File: src/rtl/cve2_pkg.sv
// Shared types and constants for the register-file writeback scheduler slice.
package cve2_pkg;

  localparam int unsigned RegAddrW = 5;
  // Width of the data field in the buffered result; DataWidth must not exceed this.
  localparam int unsigned XDataW   = 32;

  // Number of architectural registers, including x0.
  function automatic int unsigned num_regs(input bit rv32e);
    return rv32e ? 32'd16 : 32'd32;
  endfunction

  // One buffered coprocessor result.
  typedef struct packed {
    logic [RegAddrW-1:0] rd;
    logic [XDataW-1:0]   data;
    logic                we;
  } x_result_buf_t;

endpackage

File: src/rtl/cve2_rf_wb_scheduler_if.sv
// Coprocessor result channel: the coprocessor is the master, the scheduler the slave.
interface cve2_rf_wb_scheduler_if #(
  parameter int unsigned DataWidth = 32
);
  logic                 x_result_valid;
  logic                 x_result_ready;
  logic [4:0]           x_result_rd;
  logic [DataWidth-1:0] x_result_data;
  logic                 x_result_we;

  modport master (
    output x_result_valid,
    output x_result_rd,
    output x_result_data,
    output x_result_we,
    input  x_result_ready
  );

  modport slave (
    input  x_result_valid,
    input  x_result_rd,
    input  x_result_data,
    input  x_result_we,
    output x_result_ready
  );
endinterface

File: src/rtl/cve2_rf_scoreboard.sv
// Per-register pending bits for outstanding coprocessor writes. x0 has no bit, and addresses
// beyond the register count never set or report a pending bit.
module cve2_rf_scoreboard
  import cve2_pkg::*;
#(
  parameter bit RV32E = 1'b0
) (
  input  logic                clk_i,
  input  logic                rst_ni,
  input  logic                set_i,
  input  logic [RegAddrW-1:0] set_addr_i,
  output logic                set_hit_o,
  input  logic                clr_i,
  input  logic [RegAddrW-1:0] clr_addr_i,
  output logic                clr_hit_o,
  input  logic [RegAddrW-1:0] look_a_addr_i,
  output logic                look_a_hit_o,
  input  logic [RegAddrW-1:0] look_b_addr_i,
  output logic                look_b_hit_o,
  input  logic [RegAddrW-1:0] look_c_addr_i,
  output logic                look_c_hit_o
);

  localparam int unsigned NumRegs = num_regs(RV32E);

  logic [NumRegs-1:1] pend_q, pend_d;
  logic [31:0]        w_pend_ext;

  // Zero-extended view so every 5-bit address indexes safely; x0 and missing regs read 0.
  assign w_pend_ext   = 32'({pend_q, 1'b0});
  assign set_hit_o    = w_pend_ext[set_addr_i];
  assign clr_hit_o    = w_pend_ext[clr_addr_i];
  assign look_a_hit_o = w_pend_ext[look_a_addr_i];
  assign look_b_hit_o = w_pend_ext[look_b_addr_i];
  assign look_c_hit_o = w_pend_ext[look_c_addr_i];

  // Next pending vector: a same-cycle set of the same register wins over a clear.
  always_comb begin
    pend_d = pend_q;
    for (int unsigned i = 1; i < NumRegs; i++) begin
      if (clr_i && (clr_addr_i == 5'(i))) pend_d[i] = 1'b0;
      if (set_i && (set_addr_i == 5'(i))) pend_d[i] = 1'b1;
    end
  end

  // Pending vector register.
  always_ff @(posedge clk_i or negedge rst_ni) begin
    if (!rst_ni) pend_q <= '0;
    else         pend_q <= pend_d;
  end

endmodule

File: src/rtl/cve2_rf_wb_scheduler.sv
// Register-file write port sequencer: core writeback has priority, one coprocessor result is
// held in a skid buffer, and a starvation counter asks the core to back off.
module cve2_rf_wb_scheduler
  import cve2_pkg::*;
#(
  parameter bit          RV32E     = 1'b0,
  parameter int unsigned DataWidth = 32,
  parameter int unsigned MaxWait   = 4
) (
  input  logic                 clk_i,
  input  logic                 rst_ni,
  input  logic                 wb_we_i,
  input  logic [4:0]           wb_waddr_i,
  input  logic [DataWidth-1:0] wb_wdata_i,
  output logic                 wb_hold_o,
  input  logic                 x_issue_valid_i,
  input  logic [4:0]           x_issue_rd_i,
  output logic                 x_issue_stall_o,
  cve2_rf_wb_scheduler_if.slave x_result,
  input  logic [4:0]           rs_a_i,
  input  logic [4:0]           rs_b_i,
  output logic                 hazard_o,
  output logic                 spurious_o,
  output logic                 rf_we_o,
  output logic [4:0]           rf_waddr_o,
  output logic [DataWidth-1:0] rf_wdata_o
);

  typedef enum logic {StEmpty, StFull} buf_state_e;

  buf_state_e    state_q, state_d;
  x_result_buf_t buf_q;
  logic [3:0]    wait_q, wait_d;

  logic w_full, w_handshake, w_commit;
  logic w_issue_hit, w_clr_hit, w_hit_a, w_hit_b, w_hit_wb;

  assign w_full      = (state_q == StFull);
  assign w_handshake = x_result.x_result_valid & ~w_full;
  // The buffer drains only in cycles the core leaves the port free.
  assign w_commit    = w_full & ~wb_we_i;

  assign x_result.x_result_ready = ~w_full;
  assign x_issue_stall_o         = x_issue_valid_i & w_issue_hit;
  assign hazard_o                = w_hit_a | w_hit_b | (wb_we_i & w_hit_wb);
  assign spurious_o              = w_commit & ~w_clr_hit;
  assign wb_hold_o               = (wait_q >= 4'(MaxWait));

  cve2_rf_scoreboard #(
    .RV32E (RV32E)
  ) u_scoreboard (
    .clk_i         (clk_i),
    .rst_ni        (rst_ni),
    .set_i         (x_issue_valid_i & ~w_issue_hit),
    .set_addr_i    (x_issue_rd_i),
    .set_hit_o     (w_issue_hit),
    .clr_i         (w_commit),
    .clr_addr_i    (buf_q.rd),
    .clr_hit_o     (w_clr_hit),
    .look_a_addr_i (rs_a_i),
    .look_a_hit_o  (w_hit_a),
    .look_b_addr_i (rs_b_i),
    .look_b_hit_o  (w_hit_b),
    .look_c_addr_i (wb_waddr_i),
    .look_c_hit_o  (w_hit_wb)
  );

  // Buffer occupancy next state.
  always_comb begin
    state_d = state_q;
    unique case (state_q)
      StEmpty: if (w_handshake) state_d = StFull;
      StFull:  if (w_commit)    state_d = StEmpty;
    endcase
  end

  // Buffer occupancy register.
  always_ff @(posedge clk_i or negedge rst_ni) begin
    if (!rst_ni) state_q <= StEmpty;
    else         state_q <= state_d;
  end

  // Skid buffer payload, captured on the result handshake.
  always_ff @(posedge clk_i or negedge rst_ni) begin
    if (!rst_ni) begin
      buf_q <= '0;
    end else if (w_handshake) begin
      buf_q <= '{rd:   x_result.x_result_rd,
                 data: XDataW'(x_result.x_result_data),
                 we:   x_result.x_result_we};
    end
  end

  // Starvation counter: counts blocked cycles, saturates at MaxWait, clears on commit.
  always_comb begin
    wait_d = wait_q;
    if (w_commit) begin
      wait_d = '0;
    end else if (w_full && wb_we_i && (wait_q < 4'(MaxWait))) begin
      wait_d = wait_q + 4'd1;
    end
  end

  // Starvation counter register.
  always_ff @(posedge clk_i or negedge rst_ni) begin
    if (!rst_ni) wait_q <= '0;
    else         wait_q <= wait_d;
  end

  // Write port mux: core writeback first, otherwise the buffered result.
  always_comb begin
    rf_we_o    = 1'b0;
    rf_waddr_o = buf_q.rd;
    rf_wdata_o = DataWidth'(buf_q.data);
    if (wb_we_i) begin
      rf_we_o    = (wb_waddr_i != 5'd0);
      rf_waddr_o = wb_waddr_i;
      rf_wdata_o = wb_wdata_i;
    end else if (w_full) begin
      rf_we_o = buf_q.we & (buf_q.rd != 5'd0);
    end
  end

endmodule

File: src/flat_wrapper.sv
// flat-port wrapper written by rule: the top's interface ports become plain ports
module cve2_rf_wb_scheduler_flat import cve2_pkg::*;
#(
  parameter bit          RV32E     = 1'b0,
  parameter int unsigned DataWidth = 32,
  parameter int unsigned MaxWait   = 4
)
  (clk_i, rst_ni, wb_we_i, wb_waddr_i, wb_wdata_i, wb_hold_o, x_issue_valid_i, x_issue_rd_i, x_issue_stall_o, rs_a_i, rs_b_i, hazard_o, spurious_o, rf_we_o, rf_waddr_o, rf_wdata_o, x_result_x_result_valid, x_result_x_result_rd, x_result_x_result_data, x_result_x_result_we, x_result_x_result_ready);
  cve2_rf_wb_scheduler_if #(.DataWidth(DataWidth)) x_result_i ();
  input  logic clk_i;
  input  logic rst_ni;
  input  logic wb_we_i;
  input  logic [4:0] wb_waddr_i;
  input  logic [DataWidth-1:0] wb_wdata_i;
  output logic wb_hold_o;
  input  logic x_issue_valid_i;
  input  logic [4:0] x_issue_rd_i;
  output logic x_issue_stall_o;
  input  logic [4:0] rs_a_i;
  input  logic [4:0] rs_b_i;
  output logic hazard_o;
  output logic spurious_o;
  output logic rf_we_o;
  output logic [4:0] rf_waddr_o;
  output logic [DataWidth-1:0] rf_wdata_o;
  input wire logic [$bits(x_result_i.x_result_valid)-1:0] x_result_x_result_valid;
  input wire logic [$bits(x_result_i.x_result_rd)-1:0] x_result_x_result_rd;
  input wire logic [$bits(x_result_i.x_result_data)-1:0] x_result_x_result_data;
  input wire logic [$bits(x_result_i.x_result_we)-1:0] x_result_x_result_we;
  output wire logic [$bits(x_result_i.x_result_ready)-1:0] x_result_x_result_ready;
  assign x_result_i.x_result_valid = x_result_x_result_valid;
  assign x_result_i.x_result_rd = x_result_x_result_rd;
  assign x_result_i.x_result_data = x_result_x_result_data;
  assign x_result_i.x_result_we = x_result_x_result_we;
  assign x_result_x_result_ready = x_result_i.x_result_ready;
  cve2_rf_wb_scheduler #(.RV32E(RV32E), .DataWidth(DataWidth), .MaxWait(MaxWait)) u_core (.clk_i(clk_i), .rst_ni(rst_ni), .wb_we_i(wb_we_i), .wb_waddr_i(wb_waddr_i), .wb_wdata_i(wb_wdata_i), .wb_hold_o(wb_hold_o), .x_issue_valid_i(x_issue_valid_i), .x_issue_rd_i(x_issue_rd_i), .x_issue_stall_o(x_issue_stall_o), .x_result(x_result_i), .rs_a_i(rs_a_i), .rs_b_i(rs_b_i), .hazard_o(hazard_o), .spurious_o(spurious_o), .rf_we_o(rf_we_o), .rf_waddr_o(rf_waddr_o), .rf_wdata_o(rf_wdata_o));
endmodule
File: config.mk
export PLATFORM = sky130hd
export DESIGN_NAME = cve2_rf_wb_scheduler_flat
export DESIGN_NICKNAME = d
export VERILOG_FILES = /design/src/rtl/cve2_pkg.sv /design/src/rtl/cve2_rf_wb_scheduler_if.sv /design/src/rtl/cve2_rf_scoreboard.sv /design/src/rtl/cve2_rf_wb_scheduler.sv /design/src/flat_wrapper.sv
export SDC_FILE = /design/constraint.sdc
export NUM_CORES = 1
export LEC_CHECK = 0
export BUFFER_PORTS_ARGS = -buffer_cell sky130_fd_sc_hd__buf_2
export CORE_MARGIN = 3
export CORE_UTILIZATION = 57
export DETAILED_ROUTE_END_ITERATION = 8
export HOLD_SLACK_MARGIN = 0.05
export PLACE_DENSITY = 0.88
export SKIP_CTS_REPAIR_TIMING = 1
export SLEW_MARGIN = 20
export SYNTH_ARGS = -nofsm -noshare
export SYNTH_HDL_FRONTEND = slang
export SYNTH_SLANG_ARGS = --single-unit
export TNS_END_PERCENT = 50
File: constraint.sdc
create_clock -name clk_i -period 5.6 [get_ports clk_i]
set_clock_uncertainty 0.05 [all_clocks]
set_input_delay 1.12 -clock clk_i [delete_from_list [all_inputs] [get_ports clk_i]]
set_output_delay 1.12 -clock clk_i [all_outputs]
set_load 0.01 [all_outputs]
==> metrics.md, run 1 <==
| Metric | Value |
|---|---|
| Critical path peak fanout | `11` |
| Min-delay src | `u_core.buf_q[3]` |
| Critical Path Max Stage Delay | `0.55 ns` |
| Die Ht | `97.8 um` |
| Syn Inst Count | `~400` |
| Initial antenna violation count | `0` |
| First-pass DRT Iterations | `5` |
| Root Buffer | `clkbuf_8` |
| FP Rows | `32` |
| Final Cell Area | `about 0.0058 mm^2` |
| Overall die area | `~0.0096 mm^2` |
| IO Count | `~140` |
| Critical Path AT | `2.91 ns` |
| Top sig layer | `met4` |
| Reg2Reg Setup Slack | `roughly 3.5 ns` |
| Aggregate negative setup slack | `0 ns` |
| Die span in x | `between 90 and 100 um` |
| Endpoints failing hold | `0` |
| R2R depth | `5` |
| Area Growth Syn to Fin | `19.8%` |
| Core Area | `approximately 0.008 mm^2` |
| Syn_nets | `a little under 500` |
| Mapped cell area | `approximately 0.0048 mm^2` |
| Skew-Pair Late Insertion Delay | `about 0.35 ns` |
| Post-DRT Antenna Nets | `0` |
| Routability Congestion | `1.04` |
| Area occupied by multi-input gates | `approximately 0.0028 mm^2` |
| H-Tree Depth | `3` |
| Worst Hold End | `u_core.buf_q[3]` |
| Class of the worst hold path | `flop to flop` |
| EDFF count, synth | `0` |
| WL met3 | `about 1.5 mm` |
| Peak VDD IR | `between 0.2 and 0.25 mV` |
| Placed cell area | `0.00550 mm^2` |
| Worst R2R Start | `u_core.u_scoreboard.pend_q[7]` |
| Cells along the critical path | `buf_2 -> mux4_2 -> mux2_2 -> or3_1 -> o2111ai_1 -> nand4_1 -> buf_2` |
| Initial Util | `0.603` |
| Most used cell, CP | `buf_2` |
| Reg-to-reg critical path endpoint | `u_core.u_scoreboard.pend_q[6]` |
| WP data required | `~4.4 ns` |
| #FFs+latches synth | `74` |
| CTS tree | `built` |
| M1 WL | `roughly 5.6 mm` |
| YS warnings | `0` |
| Tcrit/Tclk final | `0.729` |
| Final Critical Period | `~4 ns` |
| Fill cell count | `about 560` |
| Post-synthesis sequential area ratio | `0.385` |
| Nature of the critical path startpoint | `input pin` |
| Reg area | `0.00185 mm^2` |
| Fmax | `around 250 MHz` |
| Antenna diodes | `0` |
| Worst Hold Margin | `around 0.47 ns` |
| DP HPWL | `10.8 mm` |
| Leak Pwr | `around 2.5 nW` |
| Number of port buffers | `between 100 and 150` |
| Layout cells sized above 1 | `0.524` |
| Ys async rst share | `1.00` |
| Unique masters post-synth | `47` |
| Number of global-route vias before repair | `about 4400` |
| Average size of a mapped cell | `~12 um^2` |
| Fin. max-slew vios | `0` |
| CP Launch Point | `wb_waddr_i[0]` |
| RSZ-0062 raised after global routing | `no` |
| Outcome | `finished clean` |
| DR vias | `around 4200` |
| Setup violators final | `0` |
| Setup CP Type | `input pin to output port` |
| Met2 wire length | `between 7 and 8 mm` |
| Largest net degree at the start of global routing | `75` |
| Clock sink total | `between 70 and 80` |
| 1st-iter DRT viols | `between 400 and 500` |
| GRT Util Overall | `0.314` |
| Max Root-Sink Buffers | `2` |
| Crit-path slowest cell | `mux4_2` |
| Max-slew headroom | `0.300` |
| Vias per inst | `~6.7` |
| Max Cap Viol | `0` |
| Routed len/inst | `roughly 23 um` |
| Reg clk slew, reported paths | `~0.08 ns` |
| Worst Max-Slew Pin Slew | `1.05 ns` |
| Ys flop type | `dfrtp_1` |
| Hold depth | `1` |
| Pwr dens | `396 mW/mm^2` |
| Num CTS Buffers | `9` |
| DRC viols | `0` |
| CP endpoint kind | `output port` |
| Total grt overflow | `0` |
| Final wirelength | `roughly 15 mm` |
| First-pass GRT wire length | `23.4 mm` |
| Nets | `620` |
## cells in the mapped netlist, types with 2 or more instances
library cell  count  share of area
mux2_2           79           0.19
dfrtp_1          74           0.39
o21ai_0          59          0.061
mux4_2           34           0.16
nand2_1          19          0.015
clkbuf_1         13          0.010
nor2_1           13          0.010
nand2b_1         10          0.013
buf_1             7         0.0055
inv_1             7         0.0055
mux2i_1           7          0.015
or2_2             7         0.0091
nor2b_1           6         0.0078
a21oi_1           5         0.0052
or3_1             5         0.0065
nand3_1           4         0.0042
o31ai_1           4         0.0062
a22o_1            3         0.0055
a32o_1            3         0.0062
clkbuf_8          3         0.0086
mux4_1            3          0.016
nand3b_1          3         0.0047
nand4_1           3         0.0039
o21ai_1           3         0.0031
a32oi_1           2         0.0036
and2_1            2         0.0026
buf_2             2         0.0021
o211ai_1          2         0.0031
## worst max-delay path: cells and delay by family
| kind | cells | cell delay [ns] |
|---|---|---|
| multiplexers | 2 | 0.81 |
| AND/OR/NAND/NOR | 2 | 0.43 |
| buffers and inverters | 2 | 0.42 |
| AO/OA/AOI/OAI | 1 | 0.11 |
## cells by family after synthesis
family,Yosys count,share of synthesized area
mux,123,0.375
compound gates,92,0.116
simple gates,78,0.0867
flops,74,0.385
buf+inv,33,0.0341
fa+ha+maj,1,0.00260
## stage by stage
stage               total power [mW]  setup slack (ns)  instances  utilization
finish                          2.28              1.52        631        0.723
global route                    2.38              1.40        631        0.723
CTS                             2.26              1.50        631        0.723
detailed placement              1.73              1.50        615        0.690
global placement                1.69              1.55        615        0.690
floorplan                       1.42              1.77        401            -
## how the worst max path moves through the flow
stage / to / slack, ns / cells past startpoint
detailed placement: hazard_o / 1.50 / 7
global placement: hazard_o / 1.55 / 7
finish: hazard_o / 1.52 / 7
global route: hazard_o / 1.40 / 7
floorplan: hazard_o / 1.77 / 6
CTS: hazard_o / 1.50 / 7
## cell usage in the layout (no fill, tap or decap), types with 4 or more instances in the layout
cell | synthesis | layout
mux2_2 | 79 | 79
mux4_2 | 34 | 34
or2_2 | 7 | 7
nand3_1 | 4 | 4
dfrtp_1 | 74 | 74
nand2b_1 | 10 | 10
inv_1 | 7 | 7
clkbuf_8 | 3 | 11
nor2_1 | 13 | 13
buf_2 | 2 | 137
a21oi_1 | 5 | 5
mux2i_1 | 7 | 7
o21ai_0 | 59 | 59
nand2_1 | 19 | 19
or3_1 | 5 | 5
nor2b_1 | 6 | 5
o31ai_1 | 4 | 4
## state kept, by name, indices dropped and copies added, names as in the netlist
register and count:
u_core.state_q 1, u_core.u_scoreboard.pend_q 31, u_core.buf_q 38, u_core.wait_q 4
## power breakdown
part | leakage [nW] | switching, mW | total [mW] | internal [mW]
registers | 0.884 | 0.288 | 0.982 | 0.694
logic | 1.46 | 0.309 | 0.767 | 0.459
clock network | 0.131 | 0.207 | 0.531 | 0.324
## routing by layer
layer / track usage / vias up
met5: 0 / -
met4: 0.160 / 0
met3: 0.0714 / 71
met2: 0.507 / 299
met1: 0.399 / 2056
li1: - / 1787
## area by class of cell
cell class,instances,area share
clock buffers,11,0.0263
clock inverters,5,0.0187
inverters,7,0.00456
multi-input cells,294,0.486
flip-flops and latches,74,0.322
well taps,102,0.0222
repair buffers,138,0.120
Power figures use the tool's default switching activity.
==> run 2, diff against run 1 <==
--- a/config.mk
+++ b/config.mk
@@ -7,10 +7,10 @@
 export LEC_CHECK = 0
 export BUFFER_PORTS_ARGS = -buffer_cell sky130_fd_sc_hd__buf_2
 export CORE_MARGIN = 3
-export CORE_UTILIZATION = 57
+export CORE_UTILIZATION = 48
 export DETAILED_ROUTE_END_ITERATION = 8
 export HOLD_SLACK_MARGIN = 0.05
-export PLACE_DENSITY = 0.88
+export PLACE_DENSITY = 0.8
 export SKIP_CTS_REPAIR_TIMING = 1
 export SLEW_MARGIN = 20
 export SYNTH_ARGS = -nofsm -noshare
==> constraint.sdc (replaced) <==
create_clock -name clk_i -period 3.53 [get_ports clk_i]
set_clock_uncertainty 0.05 [all_clocks]
set_input_delay 0.706 -clock clk_i [delete_from_list [all_inputs] [get_ports clk_i]]
set_output_delay 0.706 -clock clk_i [all_outputs]
set_load 0.01 [all_outputs]
==> run 2 against run 1 <==
Effect of this change:
- flip-flop and latch count did not move
- global-route usage fell by 5.6 points
- register-to-register slack got worse by 2.1 ns
- critical path depth did not move
- routed wire length fell by 4.8%
- die area rose by 18%
- utilization fell by 12 points
- sequential power rose by 54%
- hold slack got worse by 0.32 ns
- largest power group unchanged
==> metrics.md, run 2 (synthesis results as in run 1) <==
| Metric | Value |
|---|---|
| Max reg flops | `38 (unchanged)` |
| Antenna diodes | `0 (unchanged)` |
| Vias per inst | `6.24 (-6.5%)` |
| Final Critical Period | `approximately 3.3 ns` |
| DR vias | `4119 (-2.2%)` |
| Die Ht | `106 um (+8.4%)` |
| FP Rows | `35 (+9.4%)` |
| Nets | `623 (+0.48%)` |
| Crit-path slowest cell | `mux4_2` |
| Worst Hold Margin | `0.151 ns (-0.316 ns)` |
| Initial antenna violation count | `0 (unchanged)` |
| First-pass DRT Iterations | `5 (unchanged)` |
| CP endpoint kind | `output port` |
| H-Tree Depth | `3 (unchanged)` |
| Final Cell Area | `0.00574 mm^2 (-0.37%)` |
| Most frequent cells in the layout | `buf_2 (137), mux2_2 (79), dfrtp_1 (74)` |
| Dpl cells | `645 (+4.9%)` |
| Placed cell area | `0.00557 mm^2 (+1.3%)` |
| Final wirelength | `14.1 mm (-4.8%)` |
| IO Count | `138 (unchanged)` |
| Nature of the critical path startpoint | `input pin` |
| CTS tree | `built` |
| Worst setup path endpoint | `hazard_o` |
| Worst path top cell family by delay | `multiplexers` |
| Fmax | `roughly 300 MHz` |
| Sequential power share | `0.455 (+0.024)` |
| Total grt overflow | `0 (unchanged)` |
| Tcrit/Tclk final | `0.948` |
| Post-DRT Antenna Nets | `0 (unchanged)` |
| Initial Util | `0.506 (-0.0975)` |
| R2R depth | `5 (unchanged)` |
| Number of global-route vias before repair | `4347 (-1.3%)` |
| Critical Path Max Stage Delay | `0.55 ns (about the same)` |
| Biggest regs | `u_core.buf_q (38), u_core.u_scoreboard.pend_q (31), u_core.wait_q (4)` |
| Class of the worst hold path | `input pin to asynchronous set/reset pin` |
| Crit path depth | `7 (unchanged)` |
| Largest net degree at the start of global routing | `69 (-8.0%)` |
| Most used cell, CP | `buf_2` |
| Number of port buffers | `137 (unchanged)` |
| First-pass GRT wire length | `22.6 mm (-3.6%)` |
| 1st-iter DRT viols | `457 (+9.1%)` |
| Setup CP Type | `input pin to output port` |
| Overall die area | `0.0113 mm^2 (+18%)` |
| Max Root-Sink Buffers | `2 (unchanged)` |
| Reg-to-reg critical path endpoint | `u_core.u_scoreboard.pend_q[17]` |
| Layout cells sized above 1 | `0.525 (+0.00179)` |
| Pre-CTS WS | `0.218 ns (-1.28 ns)` |
| Pwr dens | `579 mW/mm^2 (+46%)` |
| Cells along the critical path | `buf_2 -> mux4_2 -> mux2_2 -> or3_1 -> o2111ai_1 -> nand4_1 -> buf_2` |
| RSZ-0062 raised after global routing | `no` |
| Most common cell after layout, fill and taps aside | `buf_2` |
| Leak Pwr | `2.45 nW (-0.94%)` |
| Fill cell count | `783 (+41%)` |
| DP HPWL | `10.6 mm (-1.7%)` |
| Num CTS Buffers | `9 (unchanged)` |
| Area occupied by multi-input gates | `0.00280 mm^2 (unchanged)` |
| Fin. max-slew vios | `0 (unchanged)` |
| WP buf/inv | `2 (unchanged)` |
| Max-slew headroom | `0.580 (+0.279)` |
| Reg clk slew, reported paths | `0.07 ns (about the same)` |
| GRT Util Overall | `0.258 (-0.0561)` |
| Setup violators final | `0 (unchanged)` |
| Die span in x | `106 um (+8.4%)` |
| WP data required | `2.77 ns (-1.66 ns)` |
| DRC viols | `0 (unchanged)` |
| Endpoints failing hold | `0 (unchanged)` |
| Routability Congestion | `1.04 (-0.56%)` |
| Worst Max-Slew Pin Slew | `0.631 ns (-0.417 ns)` |
| Area Growth Syn to Fin | `19.3%` |
| Root Buffer | `clkbuf_8` |
| Post-Layout Cell Count | `660 (+4.6%)` |
| Skew-Pair Late Insertion Delay | `0.34 ns (about the same)` |
| Critical Path AT | `2.59 ns (-0.32 ns)` |
| Power share of the combinational group | `0.372 (+0.035)` |
| Clock power frac | `0.173 (-0.060)` |
| Sw power | `1.22 mW (+52%)` |
| Switching portion of total power | `0.367 (+0.0145)` |
| Aggregate negative setup slack | `0 ns (unchanged)` |
| Reg area | `0.00185 mm^2 (unchanged)` |
| Critical path peak fanout | `11 (unchanged)` |
| Reg2Reg Setup Slack | `1.40 ns (-2.06 ns)` |
| Max Cap Viol | `0 (unchanged)` |
| Peak VDD IR | `0.283 mV (+35%)` |
| Final setup margin | `0.184 ns (-1.34 ns)` |
| Worst R2R Start | `u_core.u_scoreboard.pend_q[26]` |
| Largest Register | `u_core.buf_q` |
| Routed len/inst | `21.3 um (-9.0%)` |
| Power Internal | `2.10 mW (+42%)` |
| Clock sink total | `74 (unchanged)` |
| CP Launch Point | `wb_waddr_i[0]` |
| Outcome | `finished clean` |
| Core Area | `0.00950 mm^2 (+19%)` |
## run 2: worst min-delay path by stage
stage,end,cells past startpoint,start,slack (ns)
final,u_core.buf_q[16],1,rst_ni,0.15
after floorplan,u_core.buf_q[0],0,rst_ni,0.36
after detailed placement,u_core.buf_q[2],1,u_core.buf_q[2],0.44
after global placement,u_core.wait_q[2],2,u_core.wait_q[2],0.43
after CTS,u_core.buf_q[16],1,rst_ni,0.14
after global routing,u_core.buf_q[16],1,rst_ni,0.13
## run 2: cell type report
class                           count  share of cell area
Multi-Input combinational cell    294               0.488
Timing Repair Buffer              141               0.127
Clock inverter                      5             0.00545
Sequential cell                    74               0.323
Inverter                            7             0.00458
Clock buffer                       10              0.0240
Tap cell                          129              0.0281
## run 2: power by group through the flow
stage | clock network, mW | logic, mW | registers (mW)
6_report | 0.573 | 1.24 | 1.51
5_1_grt | 0.626 | 1.35 | 1.55
4_1_cts | 0.588 | 1.23 | 1.49
3_5_place_dp | 0 | 1.22 | 1.50
3_3_place_gp | 0 | 1.19 | 1.47
2_1_floorplan | 0 | 0.958 | 1.29
## run 2: metrics by stage
step                power, mW  utilization
floorplan                2.25            -
global placement         2.66        0.586
detailed placement       2.72        0.586
CTS                      3.31        0.604
global route             3.52        0.604
finish                   3.32        0.604
## run 2: metal layers
| layer | share of wire | vias up | GRT usage | wire length [um] |
|---|---|---|---|---|
| met3 | 0.12 | 27 | 0.0905 | 1640 |
| met4 | 0.023 | 0 | 0.0990 | 330 |
| li1 | - | 1794 | - | - |
| met1 | 0.39 | 1978 | 0.329 | 5440 |
| met2 | 0.47 | 320 | 0.406 | 6670 |
| met5 | 0 | - | 0 | 0 |
